## config.mk

```make
export PLATFORM = sky130hd
export DESIGN_NAME = trace_event_counters
export DESIGN_NICKNAME = d
export VERILOG_FILES = /design/src/rtl/trace_event_counters.sv
export SDC_FILE = /design/constraint.sdc
export NUM_CORES = 1
export LEC_CHECK = 0
export CAP_MARGIN = 20
export CORE_MARGIN = 1.5
export CORE_UTILIZATION = 58
export CTS_BUF_LIST = sky130_fd_sc_hd__clkbuf_2 sky130_fd_sc_hd__clkbuf_4 sky130_fd_sc_hd__clkbuf_8
export CTS_CLUSTER_DIAMETER = 60
export DETAILED_ROUTE_END_ITERATION = 10
export MAX_ROUTING_LAYER = met4
export PLACE_DENSITY = 0.78
export SYNTH_ARGS = -nofsm -noshare
export SYNTH_HDL_FRONTEND = slang
export SYNTH_SLANG_ARGS = --single-unit
```

## constraint.sdc

```tcl
create_clock -name clk -period 16.71 [get_ports clk]
set_input_delay 3.342 -clock clk [delete_from_list [all_inputs] [get_ports clk]]
set_output_delay 3.342 -clock clk [all_outputs]
set_load 0.03 [all_outputs]
```

## src/rtl/trace_event_counters.sv

```systemverilog
// Bank of live trace-event counters with a frozen snapshot streamed out one counter per beat.
// Optional feature macro TRACE_COUNTER_SATURATE_EN: counters saturate at all-ones instead of wrapping.
`timescale 1ns/1ps
module trace_event_counters #(
  parameter int NUM_EVENTS = 8,
  parameter int COUNTER_W  = 32,
  localparam int IDX_W     = (NUM_EVENTS > 1) ? $clog2(NUM_EVENTS) : 1
) (
  input  logic                  clk,
  input  logic                  rst,
  input  logic [NUM_EVENTS-1:0] events,
  input  logic                  enable,
  input  logic                  clear,
  input  logic                  snap_req,
  output logic                  rd_valid,
  output logic [IDX_W-1:0]      rd_index,
  output logic [COUNTER_W-1:0]  rd_data,
  input  logic                  rd_ready,
  output logic                  snap_done,
  output logic                  busy
);

  typedef enum logic {IDLE, STREAM} state_t;

  localparam logic [IDX_W-1:0] LAST_IDX = IDX_W'(NUM_EVENTS - 1);

  state_t               state_q, state_d;
  logic [COUNTER_W-1:0] cnt_q  [NUM_EVENTS];
  logic [COUNTER_W-1:0] snap_q [NUM_EVENTS];
  logic [IDX_W-1:0]     idx_q;
  logic                 capture;
  logic                 beat_hs;
  logic                 last_hs;

  function automatic logic [COUNTER_W-1:0] next_count(input logic [COUNTER_W-1:0] c);
`ifdef TRACE_COUNTER_SATURATE_EN
    next_count = (&c) ? c : c + COUNTER_W'(1);
`else
    next_count = c + COUNTER_W'(1);
`endif
  endfunction

  // Live counters: clear takes priority over a same-cycle event.
  always_ff @(posedge clk or posedge rst) begin
    if (rst) begin
      for (int i = 0; i < NUM_EVENTS; i++) cnt_q[i] <= '0;
    end else begin
      for (int i = 0; i < NUM_EVENTS; i++) begin
        if (clear)
          cnt_q[i] <= '0;
        else if (enable && events[i])
          cnt_q[i] <= next_count(cnt_q[i]);
      end
    end
  end

  always_ff @(posedge clk or posedge rst) begin
    if (rst) begin
      state_q   <= IDLE;
      idx_q     <= '0;
      snap_done <= 1'b0;
      for (int i = 0; i < NUM_EVENTS; i++) snap_q[i] <= '0;
    end else begin
      state_q   <= state_d;
      snap_done <= last_hs;
      if (capture) begin
        snap_q <= cnt_q;
        idx_q  <= '0;
      end else if (beat_hs) begin
        idx_q  <= last_hs ? '0 : idx_q + IDX_W'(1);
      end
    end
  end

  // Snapshot takes the registered counts, so same-cycle events and clears are excluded.
  always_comb begin
    state_d = state_q;
    capture = 1'b0;
    beat_hs = 1'b0;
    last_hs = 1'b0;
    case (state_q)
      IDLE: begin
        if (snap_req) begin
          capture = 1'b1;
          state_d = STREAM;
        end
      end
      STREAM: begin
        if (rd_ready) begin
          beat_hs = 1'b1;
          if (idx_q == LAST_IDX) begin
            last_hs = 1'b1;
            state_d = IDLE;
          end
        end
      end
      default: state_d = IDLE;
    endcase
  end

  assign rd_valid = (state_q == STREAM);
  assign busy     = (state_q != IDLE);
  assign rd_index = idx_q;
  assign rd_data  = snap_q[idx_q];

endmodule
```

==> flow_metrics.env, run 1 <==
export IMPL_syn_num_nets=2190
export IMPL_critPathSlowestCell="buf_4"
export IMPL_gp_congestion=0.8574
export IMPL_drive_gt1_share_pct=23.47
export IMPL_start_util_pct=59.13
export IMPL_cts_sinks=517
export IMPL_startpoint="rd_index[0]"
export IMPL_min_from="snap_q[140]"
export IMPL_drt_total_wl_mm=57.83
export IMPL_grtUsageTotal_pct=27.78
export IMPL_fin_area_sq_um=27510
export IMPL_setup_tns_ns=0
export IMPL_nets=2197
export IMPL_dpl_cell_area_sq_um=25680
export IMPL_grt_overflow_total=0
export IMPL_synth_top_area_share_pct=51.93
export IMPL_die_h_um=210.3
export IMPL_r2r_start="busy"
export IMPL_synthTopCellsByArea="dfrtp_1, mux2_2, mux4_2, or4_1, a21oi_1"
export IMPL_cp_data_required_time_ns=13.37
export IMPL_synthArstFlopShare_pct=100.0
export IMPL_synthCells=2166
export IMPL_synth_top_area_cell="dfrtp_1"
export IMPL_cts_tree="done"
export IMPL_stdcell_count=2776
export IMPL_avgRoutedWirePerCell_um=20.83
export IMPL_hold_slack_ns=0.4805
export IMPL_fin_crit_sh_pct=42.72
export IMPL_syn_area_sq_um=24910
export IMPL_synth_seq_area_share_pct=51.93
export IMPL_ys_flop_type="dfrtp_1"
export IMPL_clkTransAtPathRegs_ns=0.06
export IMPL_final_setup_viol_count=0
export IMPL_row_count=75
export IMPL_clock_fmax_mhz=140.1
export IMPL_critPathMaxStageDelay_ns=0.77
export IMPL_maxSlewHeadroom_pct=31.61
export IMPL_worst_pin_slew_ns=1.026
export IMPL_critPathCaptureType="primary output"
export IMPL_layout_min_cycle_time_ns=7.138
export IMPL_cts_max_path_buffers=3
export IMPL_p_leak_uw=0.01193
export IMPL_ys_ff_latch=517
export IMPL_io_pins=52
export IMPL_synth_edf_count=0
export IMPL_area_growth_synth_to_final_pct=10.42
export IMPL_yosysUniqueCellTypes=41
export IMPL_final_common_cell="dfrtp_1"
export IMPL_clock_skew_final_ns=0.02084
export IMPL_rsz0062_at_grt="false"
export IMPL_drtPass1Iterations=6
export IMPL_postRouteAntennaNets=0
export IMPL_coreArea_sq_um=42130
export IMPL_worst_r2r_path_depth=4
export IMPL_grt_pass1_vias=17620
export IMPL_dieArea_sq_um=44210
export IMPL_crit_path_start_kind="flip-flop"
export IMPL_cts_inserted_buffers=84
export IMPL_diodes=0
export IMPL_cts_hold_buf=0
export IMPL_finalHoldViolations=0
export IMPL_die_w_um=210.3
export IMPL_synth_warnings=0
export IMPL_drv_cap=0
export IMPL_cts_root_buf="clkbuf_8"
export IMPL_initialDrtViolationCount=1552
export IMPL_cts_setup_buffers=0
export IMPL_cp_arrival_ns=3.80
export IMPL_drv_slew=0
export IMPL_cp_max_fo=47
export IMPL_holdPathStages=2
export IMPL_crit_chain="buf_4 -> mux4_2 -> mux2_2 -> clkdlybuf4s50_1"
export IMPL_dp_cells=2626
export IMPL_worstSkewPairLatency_ns=0.66
export IMPL_port_buffers=51
export IMPL_dp_hpwl_mm=38.18
export IMPL_power_density_nw_per_um2=108.1
export IMPL_viasPerCell=6.410
export IMPL_drc_errors=0
export IMPL_grt_max_degree=192
export IMPL_grt_pass1_wl_mm=94.09
export IMPL_path_class="flip-flop to primary output"
export IMPL_n_fill_cell=3146
export IMPL_cts_resized=0
export IMPL_ir_worst_vdd_mv=0.09320
export IMPL_utilization_pct=65.29
export IMPL_htreeDepth=3
export IMPL_vias=17790
export IMPL_holdCritPathClass="flip-flop to flip-flop"
export IMPL_antenna_found_initial=0
export IMPL_synth_area_per_cell_sq_um=11.50
export IMPL_status="finished, final reports clean"
export IMPL_final_cell_mix="dfrtp_1, mux2_2, nand2_1"
-- synth_stat cells (2+ instances only) --
library cell / n
a22o_1: 2
nand2_1: 138
and2_1: 6
nor2_1: 135
and4_1: 32
a21oi_1: 129
or4b_1: 2
clkbuf_1: 112
nand2b_1: 3
buf_2: 12
mux2_2: 284
nor2b_1: 39
mux2_1: 6
dfrtp_1: 517
nand4b_1: 2
nand4_2: 3
o31ai_1: 84
xor2_1: 55
nand3_1: 72
and3_1: 18
ha_1: 10
xnor2_1: 31
nand4_1: 66
or3_1: 41
buf_1: 17
nor3_1: 17
nor4_1: 40
o21ai_0: 77
inv_1: 41
nor4b_1: 4
or2_2: 3
or4_1: 95
mux4_2: 64
nor3b_1: 2
-- stage by stage --
step	total power (uW)	worst slack, ns
after CTS	2994	9.466
after floorplan	1689	6.346
after detailed placement	1816	9.869
final	2973	9.572
after global placement	1805	9.912
after global routing	3091	9.338
-- worst max-delay path, delay by kind of cell, from the launching register on --
kind / cells / cell delay, ns
buffers and inverters: 2 / 1.38
multiplexers: 2 / 1.00
flip-flops: 1 / 0.68
-- where the power goes --
group | internal [uW] | total (uW) | switching, uW
sequential | 1310 | 1380 | 63.5
combinational | 184 | 416 | 232
clock | 673 | 1180 | 507
-- registers in the layout, indices dropped and copies added, names as in the netlist --
signal	cells
busy	1
cnt_q	256
rd_index	3
snap_done	1
snap_q	256
-- final cells by class --
type	instances	area, sq um	area share (%)
flip-flops and latches	517	12940	47.05
multi-input cells	1465	11270	40.96
clock buffers	132	1648	5.990
well taps	539	674.4	2.452
repair buffers	64	638.1	2.320
clock inverters	18	181.4	0.6595
inverters	41	157.7	0.5731
-- routing by layer --
layer / track usage, % / vias to the layer above / share of wire (%)
met2: 42.68 / 517 / 48
met3: 5.229 / 115 / 5.5
li1: - / 8022 / -
met4: 9.353 / 0 / 2.8
met5: - / - / 0
met1: 37.52 / 9140 / 43
-- cell families after synthesis --
group | count (synthesis) | share of synthesized area, %
simple gates | 721 | 15.96
flops | 517 | 51.93
mux | 355 | 18.93
compound gates | 293 | 6.775
buf+inv | 184 | 2.878
xor+xnor | 86 | 3.023
fa+ha+maj | 10 | 0.5022
-- path summary, 6_finish.rpt --
path	endpoint	slack, ns
min reg2reg	snap_q[140]	0.48
min in group asynchronous	cnt_q[124]	3.15
max	rd_data[15]	9.57
max in group asynchronous	snap_q[244]	10.74
max reg2reg	snap_q[1]	13.08
min	snap_q[140]	0.48
No activity file was read; power rests on OpenSTA's default activity.
==> run 2: changes to the inputs <==
clock period = 6.2 ns   (was 16.71 ns; I/O delays follow)
==> flow_metrics.env, run 2 (synthesized netlist as in run 1, its figures left out) <==
export IMPL_p_leak_uw=0.01198
export IMPL_intPower_uw=5841
export IMPL_sw_frac_of_total_pct=26.73
export IMPL_clock_fmax_mhz=204.8
export IMPL_path_class="flip-flop to primary output"
export IMPL_rsz0062_at_grt="false"
export IMPL_critPathCaptureType="primary output"
export IMPL_power_density_nw_per_um2=289.2
export IMPL_fin_crit_sh_pct=78.75
export IMPL_final_cell_mix="dfrtp_1, mux2_2, nand2_1"
export IMPL_p_total_uw=7972
export IMPL_layout_min_cycle_time_ns=4.882
export IMPL_drv_cap=0
export IMPL_cp_arrival_ns=3.64
export IMPL_area_growth_synth_to_final_pct=10.64
export IMPL_vias=17720
export IMPL_worstSkewPairLatency_ns=0.64
export IMPL_cts_setup_buffers=0
export IMPL_start_util_pct=59.13
export IMPL_grt_overflow_total=0
export IMPL_crit_path_start_kind="flip-flop"
export IMPL_finalHoldViolations=0
export IMPL_dieArea_sq_um=44210
export IMPL_nets=2201
export IMPL_antenna_found_initial=0
export IMPL_cts_sinks=517
export IMPL_dpl_cell_area_sq_um=25770
export IMPL_worst_pin_slew_ns=1.061
export IMPL_pwr_share_seq_pct=47.6
export IMPL_holdCritPathClass="flip-flop to flip-flop"
export IMPL_grtUsageTotal_pct=27.44
export IMPL_clock_skew_final_ns=0.01520
export IMPL_diodes=0
export IMPL_cts_root_buf="clkbuf_8"
export IMPL_maxSlewHeadroom_pct=29.24
export IMPL_grt_max_degree=161
export IMPL_utilization_pct=65.42
export IMPL_cts_tree="done"
export IMPL_critPathMaxStageDelay_ns=1.06
export IMPL_die_h_um=210.3
export IMPL_die_w_um=210.3
export IMPL_power_switching_uw=2131
export IMPL_gp_congestion=0.8626
export IMPL_viasPerCell=6.378
export IMPL_final_setup_viol_count=0
export IMPL_setup_tns_ns=0
export IMPL_cp_max_fo=48
export IMPL_cp_data_required_time_ns=4.96
export IMPL_hold_slack_ns=0.4762
export IMPL_dp_hpwl_mm=37.88
export IMPL_critPathSlowestCell="dfrtp_4"
export IMPL_drv_slew=0
export IMPL_cts_resized=0
export IMPL_grt_pass1_wl_mm=92.98
export IMPL_drt_total_wl_mm=56.85
export IMPL_coreArea_sq_um=42130
export IMPL_htreeDepth=3
export IMPL_ir_worst_vdd_mv=0.2571
export IMPL_final_common_cell="dfrtp_1"
export IMPL_clkTransAtPathRegs_ns=0.06
export IMPL_clkPwrFrac_pct=39.1
export IMPL_cts_max_path_buffers=3
export IMPL_drc_errors=0
export IMPL_grt_pass1_vias=17320
export IMPL_port_buffers=51
export IMPL_n_fill_cell=3157
export IMPL_power_frac_comb_pct=13.2
export IMPL_postRouteAntennaNets=0
export IMPL_cts_hold_buf=0
export IMPL_avgRoutedWirePerCell_um=20.46
export IMPL_status="finished, final reports clean"
export IMPL_drtPass1Iterations=5
export IMPL_drive_gt1_share_pct=23.54
export IMPL_io_pins=52
export IMPL_cts_inserted_buffers=83
export IMPL_row_count=75
export IMPL_crit_chain="buf_4 -> mux4_2 -> mux2_2 -> clkdlybuf4s50_1"
export IMPL_fin_area_sq_um=27570
export IMPL_initialDrtViolationCount=1489
## run 2: worst max-delay path, delay by kind of cell, from the launching register on
family	cells	cell delay [ns]
flops	1	1.06
buf+inv	2	1.05
mux	2	0.87
## run 2: path summary, 6_finish.rpt
kind / startpoint / to / slack [ns] / depth (start not counted)
min in group asynchronous: rst / cnt_q[56] / 1.13 / 2
worst min-delay path: snap_q[29] / snap_q[29] / 0.48 / 2
worst max-delay path: rd_index[0] / rd_data[12] / 1.32 / 4
worst min register to register: snap_q[29] / snap_q[29] / 0.48 / 2
max in group asynchronous: rst / cnt_q[114] / 3.80 / 3
worst max register to register: cnt_q[171] / cnt_q[191] / 3.52 / 4
## run 2: power by group through the flow
stage               combinational, uW  clock (uW)  sequential (uW)
CTS                              1060        3170             3800
global placement                 1040           0             3850
detailed placement               1060           0             3860
global route                     1140        3320             3820
finish                           1050        3120             3800
floorplan                         861           0             3690
## run 2: metal layers
| metal | track usage (%) | up-vias | routed length, um |
|---|---|---|---|
| met5 | - | - | 0 |
| met1 | 37.86 | 9019 | 24890 |
| li1 | - | 8042 | - |
| met2 | 40.91 | 518 | 26670 |
| met4 | 10.59 | 0 | 2059 |
| met3 | 4.827 | 138 | 3223 |
## run 2: through the flow
step	std cells	setup slack, ns
2_1_floorplan	2166	-2.062
3_3_place_gp	2631	1.859
3_5_place_dp	2631	1.683
4_1_cts	2778	1.209
5_1_grt	2778	1.108
6_report	2778	1.318
## run 2: layout make-up
type | instances | area [sq um] | share of cell area (%)
Sequential cell | 517 | 12940 | 46.95
Multi-Input combinational cell | 1465 | 11270 | 40.87
Clock buffer | 141 | 1740 | 6.314
Timing Repair Buffer | 69 | 725.7 | 2.633
Tap cell | 539 | 674.4 | 2.447
Inverter | 41 | 157.7 | 0.5719
Clock inverter | 6 | 57.56 | 0.2088
==> run 3: changes to the inputs <==
clock period = 4 ns   (was 6.2 ns; I/O delays follow)
==> flow_metrics.env, run 3 (synthesized netlist as in run 1, its figures left out) <==
export IMPL_hold_slack_ns=0.4824
export IMPL_holdCritPathClass="flip-flop to flip-flop"
export IMPL_nets=2227
export IMPL_postRouteAntennaNets=0
export IMPL_power_frac_comb_pct=14.4
export IMPL_drv_cap=0
export IMPL_intPower_uw=9187
export IMPL_grt_pass1_vias=17810
export IMPL_final_setup_viol_count=0
export IMPL_critPathCaptureType="primary output"
export IMPL_io_pins=52
export IMPL_die_h_um=210.3
export IMPL_crit_path_start_kind="flip-flop"
export IMPL_rsz0062_at_grt="false"
export IMPL_sw_frac_of_total_pct=26.88
export IMPL_crit_chain="buf_12 -> mux4_2 -> mux2_2 -> clkdlybuf4s50_1"
export IMPL_ir_worst_vdd_mv=0.3815
export IMPL_vias=17950
export IMPL_antenna_found_initial=0
export IMPL_grt_max_degree=149
export IMPL_dpl_cell_area_sq_um=26060
export IMPL_drive_gt1_share_pct=24.31
export IMPL_start_util_pct=59.13
export IMPL_cp_arrival_ns=3.06
export IMPL_cts_sinks=517
export IMPL_area_growth_synth_to_final_pct=11.97
export IMPL_worst_pin_slew_ns=1.009
export IMPL_worstSkewPairLatency_ns=0.66
export IMPL_final_common_cell="dfrtp_1"
export IMPL_cp_max_fo=36
export IMPL_drv_slew=0
export IMPL_drc_errors=0
export IMPL_fin_crit_sh_pct=96.43
export IMPL_ff2ff_setup_slack_ns=1.44
export IMPL_drt_total_wl_mm=59.64
export IMPL_coreArea_sq_um=42130
export IMPL_pwr_share_seq_pct=46.3
export IMPL_path_class="flip-flop to primary output"
export IMPL_grtUsageTotal_pct=28.68
export IMPL_grt_overflow_total=0
export IMPL_htreeDepth=3
export IMPL_clock_fmax_mhz=259.3
export IMPL_dieArea_sq_um=44210
export IMPL_viasPerCell=6.410
export IMPL_maxSlewHeadroom_pct=32.71
export IMPL_cts_inserted_buffers=85
export IMPL_clock_skew_final_ns=0.02568
export IMPL_drtPass1Iterations=5
export IMPL_cts_max_path_buffers=3
export IMPL_stdcell_count=2801
export IMPL_power_density_nw_per_um2=450.4
export IMPL_grt_pass1_wl_mm=96.31
export IMPL_p_leak_uw=0.01215
export IMPL_layout_min_cycle_time_ns=3.857
export IMPL_p_total_uw=12560
export IMPL_finalWorstSetupSlack_ns=0.1429
export IMPL_final_cell_mix="dfrtp_1, mux2_2, nand2_1"
export IMPL_dp_hpwl_mm=41.06
export IMPL_clkPwrFrac_pct=39.2
export IMPL_diodes=0
export IMPL_dp_cells=2652
export IMPL_cts_tree="done"
export IMPL_critPathSlowestCell="dfrtp_4"
export IMPL_row_count=75
export IMPL_gp_congestion=0.8837
export IMPL_cts_root_buf="clkbuf_8"
export IMPL_initialDrtViolationCount=1617
export IMPL_die_w_um=210.3
export IMPL_clkTransAtPathRegs_ns=0.06
export IMPL_avgRoutedWirePerCell_um=21.29
export IMPL_finalHoldViolations=0
export IMPL_n_fill_cell=3071
export IMPL_critPathMaxStageDelay_ns=0.79
export IMPL_status="finished, final reports clean"
export IMPL_pre_cts_ws_ns=0.6007
export IMPL_port_buffers=51
export IMPL_power_switching_uw=3377
export IMPL_fin_area_sq_um=27900
export IMPL_cp_data_required_time_ns=3.20
## run 3: area by class of cell
class / instances / area (sq um) / share of cell area [%]
clock buffer: 135 / 1677 / 6.010
multi-input combinational: 1465 / 11270 / 40.39
timing repair buffer: 93 / 1044 / 3.741
inverter: 41 / 157.7 / 0.5651
sequential: 517 / 12940 / 46.40
tap: 539 / 674.4 / 2.417
clock inverter: 11 / 132.6 / 0.4754
## run 3: what timing repair did
| item | in CTS | in global routing |
|---|---|---|
| buffers inserted | 0 | 3 |
| gates resized for setup | 1 | 0 |
| endpoints found under the setup margin | 27 | 18 |
| cloned | 0 | 0 |
| hold buffers | 0 | 0 |
## run 3: metrics by stage
stage	TNS (ns)	util, %
floorplan	-1976.11	-
global placement	0	61.86
detailed placement	0	61.86
CTS	0	66.16
global route	0	66.21
finish	0	66.21
## run 3: path summary, 6_finish.rpt
check                            startpoint     endpoint  cells after the start
worst min-delay path             snap_q[73]   snap_q[73]                      2
worst min register to register   snap_q[73]   snap_q[73]                      2
min in group asynchronous               rst   snap_q[58]                      2
worst max register to register    cnt_q[38]    cnt_q[62]                      4
worst max-delay path            rd_index[1]  rd_data[14]                      4
max in group asynchronous               rst   snap_q[14]                      3
## run 3: critical path: cells and delay by family (launching register included)
| family | cells | cell delay [ns] |
|---|---|---|
| flip-flops | 1 | 0.79 |
| multiplexers | 2 | 0.67 |
| buffers and inverters | 2 | 0.90 |
## run 3: per-layer routing
layer	wire length, um	vias up	global-route usage [%]
met5	0	-	-
met4	2724	0	12.83
met3	3580	171	5.349
met2	28280	623	43.66
met1	25050	9073	37.81
li1	-	8087	-
## run 3: power groups by stage
stage               registers, uW  clock network, uW  logic, uW
finish                       5820               4930       1810
global route                 5840               5260       1960
CTS                          5850               5020       1790
detailed placement           5930                  0       1780
global placement             5910                  0       1730
floorplan                    5720                  0       1330
